## src/rtl/bsg_manycore_simd_pkg.sv

```systemverilog
// Shared SIMD definitions: lane count, recoded-FP lane width and the vector
// typedef used by the SIMD register file and the store serializer.
package bsg_manycore_simd_pkg;

  localparam int unsigned simd_lanes_gp = 4;
  localparam int unsigned simd_width_gp = 33;

  typedef logic [simd_lanes_gp-1:0][simd_width_gp-1:0] simd_vec_t;

  typedef enum logic {
    e_idle,
    e_send
  } simd_ser_state_e;

endpackage

```

## src/rtl/simd_lane_pick.sv

```systemverilog
// Picks the lowest-indexed set bit of a pending-lane mask and flags when
// exactly one lane remains.
module simd_lane_pick
  import bsg_manycore_simd_pkg::*;
#(
  parameter  int unsigned lanes_p   = simd_lanes_gp,
  localparam int unsigned lane_w_lp = (lanes_p > 1) ? $clog2(lanes_p) : 1
) (
  input  logic [lanes_p-1:0]   pending_i,
  output logic [lane_w_lp-1:0] idx_o,
  output logic                 v_o,
  output logic                 one_left_o
);

  // Scan from the top so the lowest set bit is the final assignment.
  always_comb begin
    idx_o = '0;
    for (int unsigned i = lanes_p; i > 0; i--) begin
      if (pending_i[i-1]) idx_o = lane_w_lp'(i - 1);
    end
  end

  assign v_o        = |pending_i;
  assign one_left_o = v_o && ((pending_i & (pending_i - lanes_p'(1))) == '0);

endmodule

```

## src/rtl/simd_store_serializer.sv

```systemverilog
// Serializes a masked SIMD vector store into one lane store per cycle.
// Optional SIMD_SER_PERF_CNT_EN adds a 32-bit count of lanes handed off.
module simd_store_serializer
  import bsg_manycore_simd_pkg::*;
#(
  parameter  int unsigned width_p       = simd_width_gp,
  parameter  int unsigned lanes_p       = simd_lanes_gp,
  parameter  int unsigned addr_width_p  = 32,
  parameter  int unsigned lane_stride_p = 4,
  localparam int unsigned lane_w_lp     = (lanes_p > 1) ? $clog2(lanes_p) : 1
) (
  input  logic                            clk_i,
  input  logic                            reset_i,
  input  logic                            v_i,
  input  logic [lanes_p-1:0][width_p-1:0] data_i,
  input  logic [lanes_p-1:0]              mask_i,
  input  logic [addr_width_p-1:0]         addr_i,
  output logic                            ready_o,
  output logic                            v_o,
  output logic [width_p-1:0]              data_o,
  output logic [addr_width_p-1:0]         addr_o,
  output logic [lane_w_lp-1:0]            lane_o,
  output logic                            last_o,
`ifdef SIMD_SER_PERF_CNT_EN
  output logic [31:0]                     lanes_sent_o,
`endif
  input  logic                            yumi_i
);

  localparam logic [addr_width_p-1:0] stride_lp = addr_width_p'(lane_stride_p);

  simd_ser_state_e                 state_r, state_n;
  logic [lanes_p-1:0]              pending_r, pending_n;
  logic [lanes_p-1:0][width_p-1:0] data_r;
  logic [addr_width_p-1:0]         base_r;
  logic                            accept;

  logic [lane_w_lp-1:0] pick_idx;
  logic                 pick_v;
  logic                 pick_one_left;

  simd_lane_pick #(
    .lanes_p(lanes_p)
  ) lane_pick (
    .pending_i (pending_r),
    .idx_o     (pick_idx),
    .v_o       (pick_v),
    .one_left_o(pick_one_left)
  );

  always_comb begin
    state_n   = state_r;
    pending_n = pending_r;
    accept    = 1'b0;
    case (state_r)
      e_idle: begin
        if (v_i) begin
          accept    = 1'b1;
          pending_n = mask_i;
          // An all-zero mask is latched and dropped without leaving idle.
          if (|mask_i) state_n = e_send;
        end
      end
      e_send: begin
        if (yumi_i && pick_v) begin
          pending_n[pick_idx] = 1'b0;
          if (pick_one_left) state_n = e_idle;
        end
      end
      default: state_n = e_idle;
    endcase
  end

  always_ff @(posedge clk_i) begin
    if (reset_i) begin
      state_r   <= e_idle;
      pending_r <= '0;
      data_r    <= '0;
      base_r    <= '0;
    end else begin
      state_r   <= state_n;
      pending_r <= pending_n;
      if (accept) begin
        data_r <= data_i;
        base_r <= addr_i;
      end
    end
  end

  always_comb begin
    ready_o = (state_r == e_idle);
    v_o     = (state_r == e_send);
    data_o  = '0;
    addr_o  = '0;
    lane_o  = '0;
    last_o  = 1'b0;
    if (state_r == e_send) begin
      data_o = data_r[pick_idx];
      addr_o = base_r + addr_width_p'(pick_idx) * stride_lp;
      lane_o = pick_idx;
      last_o = pick_one_left;
    end
  end

`ifdef SIMD_SER_PERF_CNT_EN
  logic [31:0] lanes_sent_r;

  always_ff @(posedge clk_i) begin
    if (reset_i) lanes_sent_r <= '0;
    else if (v_o && yumi_i) lanes_sent_r <= lanes_sent_r + 32'd1;
  end

  assign lanes_sent_o = lanes_sent_r;
`endif

endmodule

```

## config.mk

```make
export PLATFORM = sky130hd
export DESIGN_NAME = simd_store_serializer
export DESIGN_NICKNAME = d
export VERILOG_FILES = /design/src/rtl/bsg_manycore_simd_pkg.sv /design/src/rtl/simd_lane_pick.sv /design/src/rtl/simd_store_serializer.sv
export SDC_FILE = /design/constraint.sdc
export NUM_CORES = 1
export LEC_CHECK = 0
export ABC_AREA = 1
export CORE_MARGIN = 5
export CORE_UTILIZATION = 48
export CTS_CLUSTER_DIAMETER = 40
export DETAILED_ROUTE_END_ITERATION = 6
export HOLD_SLACK_MARGIN = 0.03
export PLACE_DENSITY_LB_ADDON = 0.08
export SYNTH_ARGS = -nofsm -noshare
export SYNTH_HDL_FRONTEND = slang
export SYNTH_SLANG_ARGS = --single-unit
```

## constraint.sdc

```tcl
create_clock -name clk_i -period 3.8 [get_ports clk_i]
set_clock_uncertainty 0.2 [all_clocks]
set_input_delay 0.76 -clock clk_i [delete_from_list [all_inputs] [get_ports clk_i]]
set_output_delay 0.76 -clock clk_i [all_outputs]
set_load 0.05 [all_outputs]
```

* Word level (Yosys, flattened, before mapping)
Cells that the tools add are included.
** Cells by class
- $add $sub $neg :: 2
- Order comparisons :: 2
- Equal/unequal tests :: 2
- Mux-type cells :: 22
- Bitwise gates (word level) :: 4
- Reduce and logical (&&, ||, !) cells :: 7
** Operators with widths (number)
- 33-bit binary-select mux with 2-bit select :: 1
- 33-bit 2-to-1 mux :: 2
- 32-bit by 4-bit adder with 32-bit output :: 1
- 32-bit 2-to-1 mux :: 1
- 2-bit 2-to-1 mux :: 5
- 4-bit bitwise AND :: 2
- 1-bit 2-to-1 mux :: 8
- 4-bit 2-to-1 mux :: 2
- 4-bit one-hot mux with 2 select lines :: 1
- 4-bit OR reduction :: 2
- 4-bit logical NOT :: 1
- 4-bit NOT :: 1
- 4-bit by 1-bit subtractor with 4-bit output, second input constant :: 1
- 1-bit logical AND :: 3
- 2-bit by 3-bit less-than comparator with 1-bit output, second input constant :: 1
- 1-bit demux with 2-bit select :: 1
- 2-bit by 1-bit greater-or-equal comparator with 1-bit output, second input constant :: 1
- 2-bit by 1-bit != test with 1-bit output, second input constant :: 1
- 2-bit != test, second input constant :: 1
- 1-bit one-hot mux with 2 select lines :: 1
- 2-bit AND reduction :: 1
- 1-bit NOT :: 1
** Storage, ports and cells
- Bits in registers :: 169
- Bits of input ports :: 172
- Output and inout port bits :: 70
- Word-level logic and storage cells :: 46

* Logic depth before layout (Yosys ltp)
Gate-level depths: netlist (run 1).
- Depth after elaboration :: 12
- Gate-level depth with buffers :: 16
- Gate-level depth less buffers :: 15

* Modules after synthesis
A second synthesis (run 1) with hierarchy kept.
** Unflattened totals
- Cell total of the unflattened synthesis :: 1188
- Area, all modules :: 8047.7 um2
** By module, submodules not included
- simd_store_serializer :: times used 1, cells an instance 1171, area an instance 7977.7 um2, seq. area each 3383.2 um2
- simd_lane_pick :: times used 1, cells an instance 17, area an instance 70.1 um2, seq. area each 0.0 um2

* Worst setup path after synthesis (run 1)
OpenSTA, ideal clock, no wires.
- Path type :: reg-to-output
- Start point :: reg pending_r[3]
- End point :: out addr_o[6]
- Arrival :: 2.932 ns
- Data required time :: 2.840 ns
- Setup slack :: -0.092 ns
- Cell stages (with the launch flop) :: 12
- Path buffers :: 1
- Path through :: dfxtp_1 > nand2_2 > nand2_2 > nand2_4 > inv_4 > buf_4 > ha_1 > inv_1 > fa_1 > nor2_2 > nor2_1 > a211oi_1
** Between the ends
- Longest elaborated chain between the ends :: 6
** Ends and longest elaborated chain
- from (decl) :: line simd_store_serializer.sv:33 : logic [lanes_p-1:0] pending_r, pending_n;
- from (signal assigned) :: line simd_store_serializer.sv:82 : pending_r <= pending_n;
- 2-bit 2-to-1 mux (4 in series) :: line simd_lane_pick.sv:19 : if (pending_i[i-1]) idx_o = lane_w_lp'(i - 1);
- 32-bit by 4-bit adder with 32-bit output :: line simd_store_serializer.sv:99 : addr_o = base_r + addr_width_p'(pick_idx) * stride_lp;
- 32-bit 2-to-1 mux :: line simd_store_serializer.sv:97 : if (state_r == e_send) begin
- to (decl) :: line simd_store_serializer.sv:21 : output logic [addr_width_p-1:0] addr_o,
No other way between the ends.

* Final worst setup path (run 1)
- Start point :: reg pending_r[2]
- End point :: out addr_o[30]
** Between the ends
- Longest elaborated chain between the ends :: 5
** Ends and longest elaborated chain (line)
- 2-bit 2-to-1 mux (3 in series) :: simd_lane_pick.sv:19
- 32-bit by 4-bit adder with 32-bit output :: simd_store_serializer.sv:99
- 32-bit 2-to-1 mux :: simd_store_serializer.sv:97
No other way between the ends.

==> impl_metrics.prom, run 1 <==
# TYPE chip_impl_metric gauge
chip_impl_metric{name="seq_area_frac_synth",unit="%"} 40.19
chip_impl_metric{name="max_slew.worst_pin.slew",unit="ns"} 0.8821
chip_impl_metric{name="final_nets",unit=""} 1649
chip_impl_metric{name="drtPass1Iterations",unit=""} 5
chip_impl_metric{name="max_clock_freq",unit="MHz"} 277.7
chip_impl_metric{name="total_power",unit="mW"} 5.115
chip_impl_metric{name="antenna_found_initial",unit=""} 1
chip_impl_metric{name="floorplan.rows",unit=""} 48
chip_impl_metric{name="final_area",unit="mm²"} 0.01205
chip_impl_metric{name="top_level_ports",unit=""} 242
chip_impl_metric{name="max_cap_viol_count",unit=""} 0
chip_impl_metric{name="hold_viol",unit=""} 0
chip_impl_metric{name="drtAntennaViolNets",unit=""} 0
chip_impl_info{name="setup.worst_path.end_class",value="output pin"} 1
chip_impl_metric{name="number_of_enable_type_register_cells_in_the_synthesized_netlist",unit=""} 0
chip_impl_metric{name="clk_pin_slew",unit="ns"} 0.07
chip_impl_metric{name="finalWirelength",unit="mm"} 26.93
chip_impl_metric{name="wire_per_inst",unit="µm"} 15.72
chip_impl_metric{name="placedInstanceArea",unit="mm²"} 0.01143
chip_impl_info{name="crit_path_start_kind",value="flop"} 1
chip_impl_metric{name="final_min_period_over_clock_period",unit="%"} 94.76
chip_impl_metric{name="syn2layout_area_growth",unit="%"} 43.09
chip_impl_metric{name="critPathMaxFanout",unit=""} 6
chip_impl_metric{name="setup_viol_count_final",unit=""} 0
chip_impl_metric{name="finalMaxSlewViolations",unit=""} 0
chip_impl_metric{name="crit_required",unit="ns"} 2.84
chip_impl_metric{name="number_of_instances_in_the_synthesized_netlist",unit=""} 1283
chip_impl_metric{name="power.density",unit="mW/mm²"} 424.7
chip_impl_metric{name="route.detailed.vias_per_inst",unit=""} 5.136
chip_impl_metric{name="post_synth_cell_types",unit=""} 33
chip_impl_info{name="synth_area_leaders",value="sky130_fd_sc_hd__dfxtp_1 (40%), sky130_fd_sc_hd__o21ai_0 (10%), sky130_fd_sc_hd__nor2_1 (10%), sky130_fd_sc_hd__nand2_1 (9.2%), sky130_fd_sc_hd__a21oi_1 (7.7%)"} 1
chip_impl_metric{name="synth_warnings",unit=""} 0
chip_impl_metric{name="post_cts.repair.setup_buffers",unit=""} 0
chip_impl_metric{name="final_weighted_congestion_in_routability_driven_placement",unit=""} 0.9619
chip_impl_info{name="synth_top_cell_by_area",value="sky130_fd_sc_hd__dfxtp_1"} 1
chip_impl_metric{name="timing.critical_path.slowest_cell_delay",unit="ns"} 0.40
chip_impl_info{name="worst-setup-path-type",value="flop to output pin"} 1
chip_impl_metric{name="floorplan.die_area",unit="mm²"} 0.02029
chip_impl_metric{name="height_of_the_chip",unit="µm"} 142.4
chip_impl_metric{name="holdWs",unit="ns"} 0.2498
chip_impl_metric{name="finalSetupTns",unit="ns"} 0
chip_impl_metric{name="final_layout_size_suffix_gt1_share",unit="%"} 9.213
chip_impl_info{name="outcome",value="completed"} 1
chip_impl_metric{name="initial_core_utilization",unit="%"} 48.84
chip_impl_metric{name="clkSinkCount",unit=""} 169
chip_impl_metric{name="htreeDepth",unit=""} 4
chip_impl_info{name="layout_common_cells",value="sky130_fd_sc_hd__nor2_1 (226), sky130_fd_sc_hd__nand2_1 (207), sky130_fd_sc_hd__clkdlybuf4s50_1 (176)"} 1
chip_impl_metric{name="clock_insertion_delay_worst_skew",unit="ns"} 0.43
chip_impl_metric{name="synth.top_cell.area_share",unit="%"} 40.19
chip_impl_metric{name="synthesis.area_per_instance",unit="µm²"} 6.561
chip_impl_metric{name="place.detailed.hpwl",unit="mm"} 19.34
chip_impl_metric{name="grt_max_degree",unit=""} 101
chip_impl_metric{name="power.ir.vdd_worst",unit="µV"} 338.8
chip_impl_metric{name="final.min_clock_period",unit="ns"} 3.601
chip_impl_metric{name="synth_fp_nets",unit=""} 1458
chip_impl_metric{name="area_of_the_core",unit="mm²"} 0.01724
chip_impl_metric{name="vias_in_the_first_global_route",unit=""} 8103
chip_impl_metric{name="power.leakage",unit="nW"} 4.894
chip_impl_metric{name="die_w",unit="µm"} 142.4
chip_impl_metric{name="synth-seq-cells",unit=""} 169
chip_impl_metric{name="max_slew_margin",unit="%"} 41.19
chip_impl_metric{name="routed-via-count",unit=""} 8798
chip_impl_info{name="grt_setup_unrepaired",value="no"} 1
chip_impl_info{name="clock-root-buffer",value="sky130_fd_sc_hd__clkbuf_16"} 1
chip_impl_metric{name="clock_tree_buffer_depth",unit=""} 2
chip_impl_metric{name="detailedRoute.firstIterationViolations",unit=""} 571
chip_impl_metric{name="cp.arrival",unit="ns"} 2.64
chip_impl_metric{name="cts-buffers-inserted",unit=""} 17
chip_impl_info{name="layout_commonest_cell",value="sky130_fd_sc_hd__nor2_1"} 1
chip_impl_info{name="worstHoldPathType",value="flop to flop"} 1
chip_impl_info{name="worstPathCellList",value="inv_1, nand2_2, nand2_2, nand2_4, inv_4, ha_1, inv_1, fa_2, nor2_4, inv_1, nor2_2, nand2_1, nand2_1, nand2_1, nor2_1, buf_12"} 1
chip_impl_metric{name="global_route.usage.total",unit="%"} 25.80
chip_impl_info{name="postSynth.topFlopCell",value="sky130_fd_sc_hd__dfxtp_1"} 1
chip_impl_metric{name="synthesis.area",unit="mm²"} 0.008418
chip_impl_metric{name="cp_num_buf_inv",unit=""} 5
chip_impl_info{name="worst_path_slowest_cell",value="sky130_fd_sc_hd__fa_2"} 1
chip_impl_metric{name="final_core_utilization",unit="%"} 69.88
chip_impl_metric{name="grt_pass1_wl",unit="mm"} 41.83
chip_impl_metric{name="grt_overflow",unit=""} 0
chip_impl_info{name="tritoncts",value="yes"} 1
chip_impl_info{name="path_delay_family",value="simple AND/OR/NAND/NOR gates"} 1
chip_impl_metric{name="drc_errors",unit=""} 0
chip_impl_metric{name="io_buffers",unit=""} 241
chip_impl_metric{name="async_flop_share",unit="%"} 0
[what timing repair did]
item / in CTS / in global routing
hold buffers: 0 / 0
resized for setup: 1 / 5
setup endpoints to repair: 5 / 8
cloned: 0 / 0
[report_power, final]
part | total (mW) | switching, mW | leakage, nW | internal [mW]
combinational | 1.33 | 0.781 | 3.20 | 0.550
sequential | 2.02 | 0.0851 | 1.40 | 1.93
clock | 1.77 | 0.775 | 0.287 | 0.990
[tightest hold or removal path: stages (launching register included)]
cell                      delay (ns)
sky130_fd_sc_hd__dfxtp_1        0.30
sky130_fd_sc_hd__inv_1          0.06
sky130_fd_sc_hd__a21oi_1        0.05
[cell families (layout without fill, tap and decap cells)]
| kind of cell | after synthesis | count (layout) | synth area share, % |
|---|---|---|---|
| xor+xnor | 3 | 3 | 0.3122 |
| simple gates | 574 | 574 | 28.17 |
| fa+ha+maj | 3 | 3 | 0.5350 |
| flops | 169 | 169 | 40.19 |
| other cells | 0 | 1 | 0 |
| compound gates | 309 | 309 | 18.62 |
| buf+inv | 225 | 429 | 12.17 |
[synthesized netlist by cell type, types with 2 or more instances]
library cell and number:
sky130_fd_sc_hd__buf_4 12, sky130_fd_sc_hd__buf_6 13, sky130_fd_sc_hd__inv_1 136, sky130_fd_sc_hd__nor2_2 3
sky130_fd_sc_hd__o21ai_0 174, sky130_fd_sc_hd__a21oi_1 129, sky130_fd_sc_hd__xor2_1 2, sky130_fd_sc_hd__a31oi_1 2
sky130_fd_sc_hd__nor2_4 3, sky130_fd_sc_hd__nand2_2 5, sky130_fd_sc_hd__nor2_1 228, sky130_fd_sc_hd__nand3_1 120
sky130_fd_sc_hd__buf_1 2, sky130_fd_sc_hd__buf_2 27, sky130_fd_sc_hd__ha_1 2, sky130_fd_sc_hd__nand2_1 207
sky130_fd_sc_hd__nor3_1 3, sky130_fd_sc_hd__clkbuf_1 31, sky130_fd_sc_hd__dfxtp_1 169, sky130_fd_sc_hd__inv_2 2
[final timing paths]
kind                             start                        to  slack [ns]  cells past startpoint
min reg2reg    data_r[45]$_SDFFE_PP0P_   data_r[45]$_SDFFE_PP0P_        0.25                      2
min            data_r[45]$_SDFFE_PP0P_   data_r[45]$_SDFFE_PP0P_        0.25                      2
max reg2reg             v_o$_SDFF_PP0_  data_r[100]$_SDFFE_PP0P_        1.26                      6
max          pending_r[2]$_SDFFE_PP0P_                addr_o[30]        0.20                     16
[through the flow]
stage / setup WS [ns] / instances
detailed placement: 0.4102 / 1680
global route: 0.0008786 / 1713
finish: 0.1992 / 1713
floorplan: 0.07639 / 1283
CTS: 0.01044 / 1712
global placement: 0.4594 / 1680
[flip-flops by register name, summed over array words and instances, names as in the netlist]
name,cells
base_r,32
v_o,1
data_r,132
pending_r,4
[final cells by class]
cell class | instances | area (µm²)
fillers | 1474 | 5191
multi-input cells | 889 | 4041
flip-flops and latches | 169 | 3387
repair buffers | 257 | 3208
inverters | 140 | 531.8
clock buffers | 19 | 432.9
well taps | 225 | 281.5
clock inverters | 13 | 160.2
diodes | 1 | 2.502
[per-layer routing]
layer	global-route usage [%]	part of all wire [%]	vias up
li1	-	-	4479
met1	34.26	44	4009
met2	41.44	46	274
met3	6.653	7.7	36
met4	7.954	1.6	0
met5	0	0	-
Note: power is estimated with default switching activity, not from simulation.
==> inputs of run 2 (changes only) <==
==> constraint.sdc (replaced) <==
create_clock -name clk_i -period 3.47 [get_ports clk_i]
set_clock_uncertainty 0.2 [all_clocks]
set_input_delay 0.694 -clock clk_i [delete_from_list [all_inputs] [get_ports clk_i]]
set_output_delay 0.694 -clock clk_i [all_outputs]
set_load 0.05 [all_outputs]
==> run 2 against run 1 <==
Compared with the run above: sequential power grew 9%; power grew 8.9%; final cell count is essentially flat; clock-buffer cell count is the same; die area is the same; wire length shrank 0.33%; highest routed layer is now met5.
==> impl_metrics.prom, run 2 (synthesis gave the netlist of run 1 again) <==
# TYPE chip_impl_metric gauge
chip_impl_metric{name="timing.critical_path.slowest_cell_delay",unit="ns"} 0.47
chip_impl_metric{name="total_power",unit="mW"} 5.569
chip_impl_metric{name="cts-buffers-inserted",unit=""} 17
chip_impl_info{name="layout_common_cells",value="sky130_fd_sc_hd__nor2_1 (215), sky130_fd_sc_hd__nand2_1 (204), sky130_fd_sc_hd__clkdlybuf4s50_1 (175)"} 1
chip_impl_metric{name="wl_met1",unit="mm"} 11.64
chip_impl_metric{name="drtPass1Iterations",unit=""} 5
chip_impl_info{name="rr_startpoint",value="v_o$_SDFF_PP0_"} 1
chip_impl_metric{name="power.density",unit="mW/mm²"} 457.8
chip_impl_info{name="worst_path_slowest_cell",value="sky130_fd_sc_hd__fa_2"} 1
chip_impl_info{name="layout_commonest_cell",value="sky130_fd_sc_hd__nor2_1"} 1
chip_impl_info{name="crit-reg2reg-capture",value="pending_r[1]$_SDFFE_PP0P_"} 1
chip_impl_metric{name="top_level_ports",unit=""} 242
chip_impl_metric{name="finalMaxSlewViolations",unit=""} 0
chip_impl_metric{name="wire_per_inst",unit="µm"} 15.66
chip_impl_info{name="setup.worst_path.end_class",value="output pin"} 1
chip_impl_metric{name="max_clock_freq",unit="MHz"} 289.5
chip_impl_metric{name="final_nets",unit=""} 1649
chip_impl_metric{name="htreeDepth",unit=""} 4
chip_impl_metric{name="final_min_period_over_clock_period",unit="%"} 99.55
chip_impl_metric{name="clock_insertion_delay_worst_skew",unit="ns"} 0.42
chip_impl_metric{name="clock_tree_buffer_depth",unit=""} 2
chip_impl_info{name="worstHoldPathType",value="flop to flop"} 1
chip_impl_info{name="grt_setup_unrepaired",value="yes"} 1
chip_impl_info{name="crit_top_cell",value="sky130_fd_sc_hd__nand2_1"} 1
chip_impl_metric{name="clk_pin_slew",unit="ns"} 0.06
chip_impl_metric{name="final.min_clock_period",unit="ns"} 3.455
chip_impl_metric{name="detailedRoute.firstIterationViolations",unit=""} 577
chip_impl_metric{name="number_of_flip_flops_under_the_largest_register_name",unit=""} 132
chip_impl_metric{name="post-place-cells",unit=""} 1677
chip_impl_metric{name="io_buffers",unit=""} 241
chip_impl_metric{name="worst-r2r-cell-count",unit=""} 7
chip_impl_metric{name="final_weighted_congestion_in_routability_driven_placement",unit=""} 0.9738
chip_impl_info{name="max_flop_register",value="data_r"} 1
chip_impl_info{name="route.top_layer_used",value="met5"} 1
chip_impl_metric{name="finalWirelength",unit="mm"} 26.84
chip_impl_metric{name="route.met3.wl",unit="mm"} 2.270
chip_impl_metric{name="grt_max_degree",unit=""} 192
chip_impl_metric{name="finalSetupTns",unit="ns"} 0
chip_impl_metric{name="global_route.usage.total",unit="%"} 25.49
chip_impl_metric{name="drtAntennaViolNets",unit=""} 0
chip_impl_info{name="holdPathEnd",value="data_r[52]$_SDFFE_PP0P_"} 1
chip_impl_metric{name="met2_wirelength",unit="mm"} 12.51
chip_impl_metric{name="power.leakage",unit="nW"} 4.900
chip_impl_metric{name="rrSetupSlack",unit="ns"} 0.94
chip_impl_metric{name="routed-via-count",unit=""} 8833
chip_impl_metric{name="grt_overflow",unit=""} 0
chip_impl_metric{name="crit_required",unit="ns"} 2.58
chip_impl_metric{name="floorplan.die_area",unit="mm²"} 0.02029
chip_impl_info{name="tritoncts",value="yes"} 1
chip_impl_metric{name="drc_errors",unit=""} 0
chip_impl_metric{name="place_ws",unit="ns"} 0.2386
chip_impl_info{name="worst-setup-path-type",value="flop to output pin"} 1
chip_impl_metric{name="max_slew_margin",unit="%"} 52.59
chip_impl_info{name="timing.hold.worst.start",value="data_r[52]$_SDFFE_PP0P_"} 1
chip_impl_metric{name="max_slew.worst_pin.slew",unit="ns"} 0.7111
chip_impl_metric{name="setup_viol_count_final",unit=""} 0
chip_impl_metric{name="max_cap_viol_count",unit=""} 0
chip_impl_metric{name="placedInstanceArea",unit="mm²"} 0.01145
chip_impl_metric{name="final_area",unit="mm²"} 0.01216
chip_impl_info{name="crit_path_start_kind",value="flop"} 1
chip_impl_info{name="clock-root-buffer",value="sky130_fd_sc_hd__clkbuf_16"} 1
chip_impl_metric{name="antenna_found_initial",unit=""} 5
chip_impl_metric{name="holdWs",unit="ns"} 0.2521
chip_impl_metric{name="hold_viol",unit=""} 0
chip_impl_metric{name="place.detailed.hpwl",unit="mm"} 18.61
chip_impl_metric{name="initial_core_utilization",unit="%"} 48.84
chip_impl_metric{name="final_layout_size_suffix_gt1_share",unit="%"} 11.03
chip_impl_info{name="largestRegisters",value="data_r: 132 flops, base_r: 32 flops, pending_r: 4 flops"} 1
chip_impl_metric{name="vias_in_the_first_global_route",unit=""} 8191
chip_impl_metric{name="whs_path_depth",unit=""} 2
chip_impl_metric{name="route.detailed.vias_per_inst",unit=""} 5.153
chip_impl_metric{name="final_core_utilization",unit="%"} 70.57
chip_impl_metric{name="height_of_the_chip",unit="µm"} 142.4
chip_impl_info{name="worstPathCellList",value="inv_2, nand2_2, nand2_2, nand2_4, inv_4, ha_4, inv_2, fa_2, nor2_1, nand2_1, nand2_1, nand2_1, nor2_1, buf_12"} 1
chip_impl_metric{name="die_w",unit="µm"} 142.4
chip_impl_metric{name="clkSinkCount",unit=""} 169
chip_impl_metric{name="floorplan.rows",unit=""} 48
chip_impl_metric{name="critPathMaxFanout",unit=""} 4
chip_impl_info{name="outcome",value="completed"} 1
chip_impl_metric{name="syn2layout_area_growth",unit="%"} 44.50
chip_impl_metric{name="timing.final.ws_setup",unit="ns"} 0.01548
chip_impl_metric{name="grt_pass1_wl",unit="mm"} 41.59
chip_impl_metric{name="cp.arrival",unit="ns"} 2.56
chip_impl_metric{name="power.ir.vdd_worst",unit="µV"} 385.4
chip_impl_metric{name="layout.cells.non_filler",unit=""} 1714
chip_impl_metric{name="area_of_the_core",unit="mm²"} 0.01724
==> run 2: changes by cell type in the layout (fill, tap and decap cells not counted), sizes merged <==
cell and delta:
buf +1, bufinv -1, clkdlybuf4s50 -1, clkinvlp +1, diode +1
==> run 2: report_power, final <==
part	total, mW	switching, mW	internal, mW
registers	2.21	0.0936	2.12
clock network	1.89	0.838	1.05
logic	1.47	0.866	0.608
total	5.57	1.80	3.77
==> run 2: what timing repair did <==
| action | CTS | global route |
|---|---|---|
| endpoints found under the setup margin | 12 | 19 |
| pin swaps | 0 | 13 |
| endpoints found under the hold margin | 0 | 0 |
| resized for setup | 8 | 22 |
| buffers inserted | 0 | 3 |
| hold buffers | 0 | 0 |
==> run 2: how the worst max path moves through the flow <==
stage,startpoint,end,slack [ns],cells after the start
3_3_place_gp,pending_r[1]$_SDFFE_PP0P_,addr_o[24],0.29,15
3_5_place_dp,pending_r[1]$_SDFFE_PP0P_,addr_o[24],0.24,15
4_1_cts,pending_r[2]$_SDFFE_PP0P_,addr_o[18],0.003,13
6_report,pending_r[2]$_SDFFE_PP0P_,addr_o[28],0.02,14
2_1_floorplan,pending_r[3]$_SDFFE_PP0P_,addr_o[28],0.04,13
5_1_grt,pending_r[2]$_SDFFE_PP0P_,addr_o[24],-0.13,16
==> run 2: area by class of cell <==
cell class	instances	area, µm²
fillers	1469	5072
multi-input cells	889	4148
flip-flops and latches	169	3388
repair buffers	257	3222
inverters	140	531.8
clock buffers	19	452.9
well taps	225	281.5
clock inverters	13	135.1
diodes	2	5.005
==> run 2: per-layer routing <==
layer	GRT usage, %	up-vias
met5	0	-
met4	6.653	6
met3	6.082	39
met2	41.69	309
met1	34.00	3986
li1	-	4493
==> run 2: critical path, delay by kind of cell (launching register included) <==
| family | cells | cell delay (ns) |
|---|---|---|
| and+or+nand+nor | 8 | 0.89 |
| adders and majority gates | 2 | 0.59 |
| DFF | 1 | 0.35 |
| buffers and inverters | 4 | 0.31 |
==> inputs of run 3 (changes only) <==
--- a/config.mk
+++ b/config.mk
@@ -7,9 +7,10 @@
 export LEC_CHECK = 0
 export ABC_AREA = 1
 export CORE_MARGIN = 5
-export CORE_UTILIZATION = 48
+export CORE_UTILIZATION = 30
 export CTS_CLUSTER_DIAMETER = 40
 export DETAILED_ROUTE_END_ITERATION = 6
+export GPL_ROUTABILITY_DRIVEN = 0
 export HOLD_SLACK_MARGIN = 0.03
 export PLACE_DENSITY_LB_ADDON = 0.08
 export SYNTH_ARGS = -nofsm -noshare
==> run 3 against run 2 <==
Compared with the run above: die area rose by 55%; clock-buffer cell count fell by 1; hold slack got worse by 0.0011 ns; global-route usage fell by 6.6 points; maximum frequency rose by 1.2%; combinational power barely moved; wire length rose by 11%.
==> impl_metrics.prom, run 3 (synthesis gave the netlist of run 1 again) <==
# TYPE chip_impl_metric gauge
chip_impl_metric{name="finalWirelength",unit="mm"} 29.82
chip_impl_metric{name="cp.arrival",unit="ns"} 2.52
chip_impl_metric{name="power.leakage",unit="nW"} 4.933
chip_impl_metric{name="layout.cells.non_filler",unit=""} 1876
chip_impl_metric{name="post-place-cells",unit=""} 1837
chip_impl_metric{name="grt_pass1_wl",unit="mm"} 47.03
chip_impl_info{name="setup.worst_path.end_class",value="output pin"} 1
chip_impl_metric{name="number_of_flip_flops_under_the_largest_register_name",unit=""} 132
chip_impl_metric{name="vias_in_the_first_global_route",unit=""} 8604
chip_impl_metric{name="final_nets",unit=""} 1659
chip_impl_metric{name="final_layout_size_suffix_gt1_share",unit="%"} 11.49
chip_impl_metric{name="place.detailed.hpwl",unit="mm"} 21.33
chip_impl_info{name="layout_common_cells",value="sky130_fd_sc_hd__nor2_1 (215), sky130_fd_sc_hd__nand2_1 (204), sky130_fd_sc_hd__clkdlybuf4s50_1 (174)"} 1
chip_impl_info{name="outcome",value="completed"} 1
chip_impl_metric{name="max_slew.worst_pin.slew",unit="ns"} 0.6180
chip_impl_metric{name="htreeDepth",unit=""} 4
chip_impl_metric{name="finalMaxSlewViolations",unit=""} 0
chip_impl_info{name="worst-setup-path-type",value="flop to output pin"} 1
chip_impl_metric{name="area_of_the_core",unit="mm²"} 0.02778
chip_impl_metric{name="clock_tree_buffer_depth",unit=""} 2
chip_impl_metric{name="die_w",unit="µm"} 177.5
chip_impl_metric{name="final.min_clock_period",unit="ns"} 3.412
chip_impl_metric{name="io_buffers",unit=""} 241
chip_impl_info{name="layout_commonest_cell",value="sky130_fd_sc_hd__nor2_1"} 1
chip_impl_metric{name="placedInstanceArea",unit="mm²"} 0.01167
chip_impl_info{name="grt_setup_unrepaired",value="yes"} 1
chip_impl_metric{name="power.density",unit="mW/mm²"} 455.0
chip_impl_metric{name="hold_buffers",unit=""} 0
chip_impl_metric{name="final_core_utilization",unit="%"} 44.58
chip_impl_metric{name="top_level_ports",unit=""} 242
chip_impl_metric{name="worst-r2r-cell-count",unit=""} 6
chip_impl_metric{name="whs_path_depth",unit=""} 2
chip_impl_metric{name="grt_max_degree",unit=""} 143
chip_impl_metric{name="clock_insertion_delay_worst_skew",unit="ns"} 0.42
chip_impl_metric{name="cts-buffers-inserted",unit=""} 17
chip_impl_metric{name="initial_core_utilization",unit="%"} 30.30
chip_impl_metric{name="routed-via-count",unit=""} 8679
chip_impl_metric{name="detailedRoute.firstIterationViolations",unit=""} 481
chip_impl_metric{name="height_of_the_chip",unit="µm"} 177.5
chip_impl_metric{name="drc_errors",unit=""} 0
chip_impl_info{name="crit_path_start_kind",value="flop"} 1
chip_impl_metric{name="total_power",unit="mW"} 5.635
chip_impl_metric{name="place_ws",unit="ns"} 0.2659
chip_impl_metric{name="floorplan.rows",unit=""} 61
chip_impl_metric{name="antenna_found_initial",unit=""} 3
chip_impl_metric{name="wire_per_inst",unit="µm"} 15.89
chip_impl_metric{name="clk_pin_slew",unit="ns"} 0.08
chip_impl_metric{name="max_clock_freq",unit="MHz"} 293.1
chip_impl_metric{name="final_area",unit="mm²"} 0.01238
chip_impl_metric{name="timing.final.ws_setup",unit="ns"} 0.05768
chip_impl_info{name="clock-root-buffer",value="sky130_fd_sc_hd__clkbuf_16"} 1
chip_impl_metric{name="drtAntennaViolNets",unit=""} 0
chip_impl_metric{name="final_min_period_over_clock_period",unit="%"} 98.34
chip_impl_metric{name="floorplan.die_area",unit="mm²"} 0.03151
chip_impl_metric{name="max_slew_margin",unit="%"} 58.75
chip_impl_metric{name="hold_viol",unit=""} 0
chip_impl_metric{name="clkSinkCount",unit=""} 169
chip_impl_info{name="max_flop_register",value="data_r"} 1
chip_impl_metric{name="global_route.usage.total",unit="%"} 18.87
chip_impl_metric{name="fill_cells",unit=""} 2935
chip_impl_info{name="tritoncts",value="yes"} 1
chip_impl_metric{name="holdWs",unit="ns"} 0.2510
chip_impl_metric{name="grt_overflow",unit=""} 0
chip_impl_metric{name="setup_viol_count_final",unit=""} 0
chip_impl_info{name="worstHoldPathType",value="flop to flop"} 1
chip_impl_metric{name="critPathMaxFanout",unit=""} 4
chip_impl_metric{name="power.ir.vdd_worst",unit="µV"} 238.4
chip_impl_metric{name="route.detailed.vias_per_inst",unit=""} 4.626
chip_impl_info{name="largestRegisters",value="data_r: 132 flops, base_r: 32 flops, pending_r: 4 flops"} 1
chip_impl_metric{name="crit_required",unit="ns"} 2.58
chip_impl_metric{name="syn2layout_area_growth",unit="%"} 47.12
chip_impl_metric{name="finalSetupTns",unit="ns"} 0
chip_impl_metric{name="drtPass1Iterations",unit=""} 5
chip_impl_metric{name="max_cap_viol_count",unit=""} 0
[run 3: cell count changes in the layout (fill, tap and decap cells not counted), sizes merged]
| cell | change |
|---|---|
| clkbuf | -1 |
| buf | +11 |
| diode | -1 |
| clkinvlp | +2 |
| clkinv | -3 |
| inv | +2 |
| clkdlybuf4s50 | -1 |
[run 3: what timing repair did]
| item | 4_1_cts | 5_1_grt |
|---|---|---|
| resized for setup | 9 | 20 |
| cloned | 0 | 0 |
| endpoints found under the setup margin | 14 | 17 |
| setup buffers | 1 | 5 |
| pin swaps | 1 | 8 |
[run 3: layout make-up]
class | instances | area [µm²] | share of cell area [%]
antenna | 1 | 2.502 | 0.02021
tap | 378 | 473.0 | 3.819
inverter | 140 | 534.3 | 4.314
timing repair buffer | 267 | 3269 | 26.40
clock inverter | 14 | 156.4 | 1.263
multi-input combinational | 889 | 4129 | 33.34
sequential | 169 | 3391 | 27.38
clock buffer | 18 | 429.2 | 3.465
[run 3: path summary, 6_finish.rpt]
path	from	end	slack [ns]
worst min-delay path	data_r[41]$_SDFFE_PP0P_	data_r[41]$_SDFFE_PP0P_	0.25
worst max register to register	v_o$_SDFF_PP0_	data_r[130]$_SDFFE_PP0P_	1.35
worst max-delay path	pending_r[2]$_SDFFE_PP0P_	addr_o[24]	0.06
worst min register to register	data_r[41]$_SDFFE_PP0P_	data_r[41]$_SDFFE_PP0P_	0.25
[run 3: critical path: stages (launching register included)]
cell	delay, ns
sky130_fd_sc_hd__dfxtp_4	0.34
sky130_fd_sc_hd__inv_2	0.05
sky130_fd_sc_hd__nand2_2	0.05
sky130_fd_sc_hd__nand2_2	0.08
sky130_fd_sc_hd__nand2_4	0.05
sky130_fd_sc_hd__inv_4	0.06
sky130_fd_sc_hd__ha_4	0.13
sky130_fd_sc_hd__inv_2	0.04
sky130_fd_sc_hd__fa_2	0.45
sky130_fd_sc_hd__inv_2	0.12
sky130_fd_sc_hd__nand3_2	0.09
sky130_fd_sc_hd__nor2_4	0.17
sky130_fd_sc_hd__nand2_1	0.07
sky130_fd_sc_hd__nand2_1	0.06
sky130_fd_sc_hd__nand2_1	0.05
sky130_fd_sc_hd__nor2_2	0.12
sky130_fd_sc_hd__buf_12	0.15
[run 3: report_power, final]
group,total [mW],switching (mW),internal [mW]
Combinational,1.50,0.884,0.617
Sequential,2.21,0.0918,2.11
Clock,1.93,0.904,1.02
Total,5.64,1.88,3.76
[run 3: layer usage]
layer	vias to the layer above	global-route usage [%]	share of wire, %
met5	-	0	0.070
met4	4	5.898	2.1
met3	31	4.580	6.1
met2	231	30.38	46
met1	3908	25.00	46
li1	4505	-	-
